## src/rtl/gf256_pkg.sv

```systemverilog
// Shared definitions for the GF(2^8) power-sequence generator.
//   GF_ORDER : multiplicative group order (exponents live in 0..254)
//   GF_POLY  : field reduction polynomial x^8+x^4+x^3+x^2+1
//   gf_state_t : sequencer FSM state encoding
//   reduce_exp / mod_add : exponent arithmetic modulo GF_ORDER
package gf256_pkg;

   localparam logic [8:0] GF_ORDER = 9'd255;
   localparam logic [8:0] GF_POLY  = 9'h11D;

   typedef enum logic [1:0] {
      ST_IDLE = 2'd0,
      ST_RUN  = 2'd1,
      ST_DONE = 2'd2
   } gf_state_t;

   // alpha^255 == alpha^0, so exponent 255 folds onto 0
   function automatic logic [7:0] reduce_exp(input logic [7:0] e);
      return (e == 8'hFF) ? 8'h00 : e;
   endfunction

   // Both operands are already in 0..254, so one conditional subtract suffices
   function automatic logic [7:0] mod_add(input logic [7:0] a, input logic [7:0] b);
      logic [8:0] sum;
      sum = {1'b0, a} + {1'b0, b};
      if (sum >= GF_ORDER) sum = sum - GF_ORDER;
      return sum[7:0];
   endfunction

endpackage

```

## src/rtl/gf256_power_lut.sv

```systemverilog
// Constant table of alpha^e in GF(2^8) with polynomial GF_POLY.
//   addr : exponent e (0..254 meaningful; 255 maps to alpha^255 = 1)
//   data : alpha^addr
// The table is elaborated from a constant function, so it reduces to a ROM.
module gf256_power_lut
   import gf256_pkg::*;
(
   input  logic [7:0] addr,
   output logic [7:0] data
);

   function automatic logic [7:0] alpha_pow(input logic [7:0] e);
      logic [8:0] v;
      v = 9'd1;
      for (int i = 0; i < 255; i++) begin
         if (i < int'(e)) begin
            v = v << 1;
            if (v[8]) v = v ^ GF_POLY;
         end
      end
      return v[7:0];
   endfunction

   logic [7:0] tbl [256];

   for (genvar g = 0; g < 256; g++) begin : g_tbl
      assign tbl[g] = alpha_pow(8'(g));
   end

   assign data = tbl[addr];

endmodule

```

## src/rtl/gf256_pow_seq.sv

```systemverilog
// Streams the sequence alpha^(s), alpha^(s+d), alpha^(s+2d), ... (exponents
// mod 255) over a valid/ready interface.
//   clk, rst_n          : clock, async active-low reset
//   start               : begin a sequence (taken only in IDLE)
//   exp_start, exp_step : first exponent and increment (255 folds to 0)
//   count               : number of terms (0 = empty sequence)
//   out_valid/out_ready : output handshake
//   out_data            : alpha^out_exp
//   out_exp             : current exponent, 0..254
//   out_last            : marks the final term
//   busy                : sequence in progress (RUN or DONE)
//   done                : one-cycle completion pulse
//
// state | meaning
// ------+---------------------------------------------------------------
// IDLE  | waiting for start; operands captured on start
// RUN   | presenting terms, advancing on each out_valid & out_ready
// DONE  | completion cycle, done pulses; returns to IDLE
module gf256_pow_seq
   import gf256_pkg::*;
#(
   parameter int CNT_W = 8
) (
   input  logic             clk,
   input  logic             rst_n,
   input  logic             start,
   input  logic [7:0]       exp_start,
   input  logic [7:0]       exp_step,
   input  logic [CNT_W-1:0] count,
   output logic             out_valid,
   input  logic             out_ready,
   output logic [7:0]       out_data,
   output logic [7:0]       out_exp,
   output logic             out_last,
   output logic             busy,
   output logic             done
);

   gf_state_t        state;
   logic [7:0]       step_r;
   logic [CNT_W-1:0] rem;      // terms left, including the one presented
   logic [CNT_W-1:0] rem_dec;
   logic [7:0]       exp_nxt;
   logic [7:0]       lut_data;

   // One table serves both the first term and every advance
   assign exp_nxt = (state == ST_IDLE) ? reduce_exp(exp_start)
                                       : mod_add(out_exp, step_r);
   assign rem_dec = rem - 1'b1;
   assign busy    = (state != ST_IDLE);

   gf256_power_lut u_lut (
      .addr (exp_nxt),
      .data (lut_data)
   );

   always_ff @(posedge clk or negedge rst_n) begin
      if (!rst_n) begin
         state     <= ST_IDLE;
         step_r    <= '0;
         rem       <= '0;
         out_valid <= 1'b0;
         out_data  <= '0;
         out_exp   <= '0;
         out_last  <= 1'b0;
         done      <= 1'b0;
      end else begin
         case (state)
            ST_IDLE: begin
               done <= 1'b0;
               if (start) begin
                  if (count != '0) begin
                     state     <= ST_RUN;
                     step_r    <= reduce_exp(exp_step);
                     rem       <= count;
                     out_valid <= 1'b1;
                     out_exp   <= exp_nxt;
                     out_data  <= lut_data;
                     out_last  <= (count == CNT_W'(1));
                  end else begin
                     state <= ST_DONE;
                     done  <= 1'b1;
                  end
               end
            end
            ST_RUN: begin
               if (out_ready) begin
                  if (out_last) begin
                     state     <= ST_DONE;
                     out_valid <= 1'b0;
                     out_last  <= 1'b0;
                     done      <= 1'b1;
                  end else begin
                     rem      <= rem_dec;
                     out_exp  <= exp_nxt;
                     out_data <= lut_data;
                     out_last <= (rem_dec == CNT_W'(1));
                  end
               end
            end
            ST_DONE: begin
               state <= ST_IDLE;
               done  <= 1'b0;
            end
            default: begin
               state     <= ST_IDLE;
               out_valid <= 1'b0;
               out_last  <= 1'b0;
               done      <= 1'b0;
            end
         endcase
      end
   end

endmodule

```

## config.mk

```make
export PLATFORM = sky130hd
export DESIGN_NAME = gf256_pow_seq
export DESIGN_NICKNAME = d
export VERILOG_FILES = /design/src/rtl/gf256_pkg.sv /design/src/rtl/gf256_power_lut.sv /design/src/rtl/gf256_pow_seq.sv
export SDC_FILE = /design/constraint.sdc
export NUM_CORES = 1
export LEC_CHECK = 0
export ABC_CLOCK_PERIOD_IN_PS = 10100
export CORE_MARGIN = 5
export CORE_UTILIZATION = 52
export DETAILED_ROUTE_END_ITERATION = 10
export HOLD_SLACK_MARGIN = 0.03
export MAX_ROUTING_LAYER = met4
export PLACE_DENSITY = 0.77
export SYNTH_ARGS = -nofsm -noshare
export SYNTH_HDL_FRONTEND = slang
export SYNTH_SLANG_ARGS = --single-unit
```

## constraint.sdc

```tcl
create_clock -name clk -period 10.1 [get_ports clk]
set_input_delay 1.515 -clock clk [delete_from_list [all_inputs] [get_ports clk]]
set_output_delay 1.515 -clock clk [all_outputs]
set_load 0.01 [all_outputs]
```

==> results.md <==
- Fillers: 1031
- Multi-input combinational cell area: 4390 um^2
- Antenna violations before repair: 0
- Initial standard-cell utilization of the core: 53.03%
- Max Slew Vio Count: 0
- Number of storage elements in the synthesis netlist: 37
- Fin Clk Skew: 28.19 ps
- Clock H-tree levels: 2
- Drt total wl: 27130 um
- Syn Std Cell Area: 5723 um^2
- Layout cell share with drive strength beyond 1: 7.931%
- Launching element of the worst setup path: exp_start[6]
- Setup Fix Bufs, Post-CTS: 0
- Unrepaired setup endpoints after global routing: no
- Sort of element at the start of the critical path: primary input
- Slew of the pin with the lowest slew margin: 1135 ps
- Clock buffer count from CTS: 5
- Number of design-rule violations left by the first detailed-router iteration: 1757
- Reg2reg path depth: 17
- Final setup TNS: 0 ps
- Element type at the critical path end: register
- Cell at the root of the clock tree: clkbuf_8
- Hold Violations, Final: 0
- Die Height: 114.9 um
- Most frequently used flop master after synthesis: dfrtp_1
- Avg Inst Size Synth: 7.031 um^2
- Critical path start-end classification: in2reg
- Number of nets in the final layout: 863
- Number of flops mapped to enable cells by yosys: 0
- Largest net degree at the start of global routing: 67
- Critical path arrival: 6320 ps
- Type of the tightest min-delay check: reg2reg
- Worst slack, placed: 3894 ps
- Clock tree buffer depth: 2
- Share of the clock period used by the worst path: 60.22%
- Hold_buf cts: 0
- Peak Freq: 164.4 MHz
- Maximum net fanout on the critical path: 21
- CTS clock-pin slew for the worst setup and hold paths: 110 ps
- Max Cap Viol: 0
- End of the critical path: out_data[6]$_DFFE_PN0P_
- Hpwl dp: 18040 um
- # setup viols final: 0
- N_diodes: 0
- Yosys warns: 0
- Number of standard-cell rows in the floorplan: 38
- Floorplan die area: 13200 um^2
- Global-route wire length before repair: 41680 um
- Count of cells resized by post-cts repair: 0
- Number of optimization iterations in the first detailed-route pass: 8
- Number of instances in the synthesized netlist: 814
- Status: finished clean
- Unique cell type count in the Yosys netlist: 88
- Skew-Pair Late Insertion Delay: 320 ps
- Die Span X: 114.9 um
- Residual antenna-violating net count after detailed routing: 0
- Max-slew headroom: 23.83%
- Post-route DRC violation count: 0
- Clock period minus final worst setup slack: 6082 ps
- Vias: 7455
- Worst slack on hold paths: 511.3 ps
- Number of nets produced by synthesis: 871
- Seq/Total Area, Yosys: 16.18%
- Clock tree from TritonCTS: done
- Overall fraction of global-route tracks in use: 41.78%
- Required time of the worst setup path: 10330 ps
- Vias per cell: 7.872
- Input/output buffers: 47
- Startpoint of the most critical register-to-register path: out_exp[0]$_DFFE_PN0P_
- Core region area: 10790 um^2
- Async SR Flop Fraction: 100.0%
- Vias in the first global route: 7009
- Clock Sinks: 37
- Routed length per placed instance: 28.65 um
- Setup slack of the most critical reg-to-reg path: 4220 ps
- Highest-count cells in the layout ignoring fill and taps: 111 x nand2_1, 76 x o21ai_0, 72 x nor2_1
- Area delta synth->final: 8.155%
- Final worst setup slack: 4018 ps
- Reg-to-Reg End: out_data[6]$_DFFE_PN0P_
- Number of top-level pins: 48
- Most common library cell in the layout ignoring fill and taps: nand2_1
- Congestion Overflow GR: 0
- Routability congestion estimate: 1.183
- Register Area: 925.9 um^2
==> synth_stat cells, types with 6 or more instances <==
master      n  area, um^2
a21oi_1    65       325.3
o21ai_1     6       30.03
a31oi_1    12       75.07
a221oi_1    8       70.07
a32oi_1     8       70.07
a211o_1    11       96.34
xnor2_1     7       61.31
nor3_1     25       125.1
a211oi_1   16       120.1
nor2_1     72       270.3
o21ai_0    76       380.4
buf_4       6       45.04
a22oi_1     8       60.06
o22ai_1     8       50.05
nand2_1   111       416.7
a311oi_1   10       87.58
nor4_1     11       68.82
o211ai_1   20       150.1
inv_1      13       48.80
nand3_1    23       115.1
nand4_1     7       43.79
nand2b_1    6       37.54
o221ai_1    9       78.83
dfrtp_1    37       925.9
o32ai_1     9       78.83
buf_2      29       145.1
clkbuf_1   34       127.6
o21a_1      8       60.06
nor2_2      6       37.54
ha_1       28       350.3
==> sequential cells by signal, indices dropped and copies added, names as in the netlist <==
signal and count:
out_data 8, out_exp 8, rem 8, step_r 8
state 2, done 1, out_last 1, out_valid 1
==> cell type report <==
type | count | share of cell area, %
multi-input cells | 687 | 70.93
flip-flops and latches | 37 | 14.96
repair buffers | 59 | 8.975
well taps | 140 | 2.830
clock buffers | 6 | 1.172
inverters | 16 | 0.9703
clock inverters | 2 | 0.1617
==> cell families (layout without fill, tap and decap cells) <==
| family | after synthesis | in the layout | share of synthesized area (%) |
|---|---|---|---|
| AO/OA/AOI/OAI | 348 | 348 | 43.07 |
| XOR/XNOR | 10 | 10 | 1.662 |
| adder cells (fa/ha/maj) | 29 | 29 | 6.471 |
| buffers and inverters | 90 | 83 | 7.324 |
| flip-flops | 37 | 37 | 16.18 |
| multiplexers | 6 | 6 | 1.181 |
| AND/OR/NAND/NOR | 294 | 294 | 24.11 |
==> layer usage <==
layer / share of wire (%) / vias to the layer above / wire, um / global-route usage, %
met2: 42 / 707 / 11430 / 61.73
met1: 36 / 3439 / 9648 / 51.18
met3: 15 / 203 / 4001 / 12.89
met4: 7.6 / 0 / 2053 / 21.52
li1: - / 3106 / - / -
met5: 0 / - / 0 / -
==> through the flow <==
step / util (%) / cell area (um^2) / instances
global placement: 56.58 / 6107 / 939
global route: 57.35 / 6190 / 947
finish: 57.35 / 6190 / 947
detailed placement: 56.58 / 6107 / 939
floorplan: - / 5723 / 814
CTS: 57.35 / 6190 / 947
==> worst max-delay path, cell delays in order <==
cell and delay, ps:
clkdlybuf4s50_1 500, and4_1 210, nand4_1 160, o21a_1 330, a22oi_1 270, nand3_2 480, inv_2 550, ha_1 700
nand3_1 470, a32oi_1 320, o21ai_1 90, a31oi_1 300, o32ai_1 210, o221ai_1 210
==> worst min path at each step <==
stage                                     start               endpoint  slack [ps]  depth (start not counted)
after global placement    step_r[3]$_DFFE_PN0P_  step_r[3]$_DFFE_PN0P_         480                          2
after floorplan           step_r[0]$_DFFE_PN0P_  step_r[0]$_DFFE_PN0P_         450                          2
final                     step_r[4]$_DFFE_PN0P_  step_r[4]$_DFFE_PN0P_         510                          2
after CTS                 step_r[5]$_DFFE_PN0P_  step_r[5]$_DFFE_PN0P_         500                          2
after detailed placement  step_r[4]$_DFFE_PN0P_  step_r[4]$_DFFE_PN0P_         480                          2
after global routing      step_r[6]$_DFFE_PN0P_  step_r[6]$_DFFE_PN0P_         540                          2
Power is not shown: default switching activity piles up to over one toggle a cycle in this logic, so the estimate is an artifact.
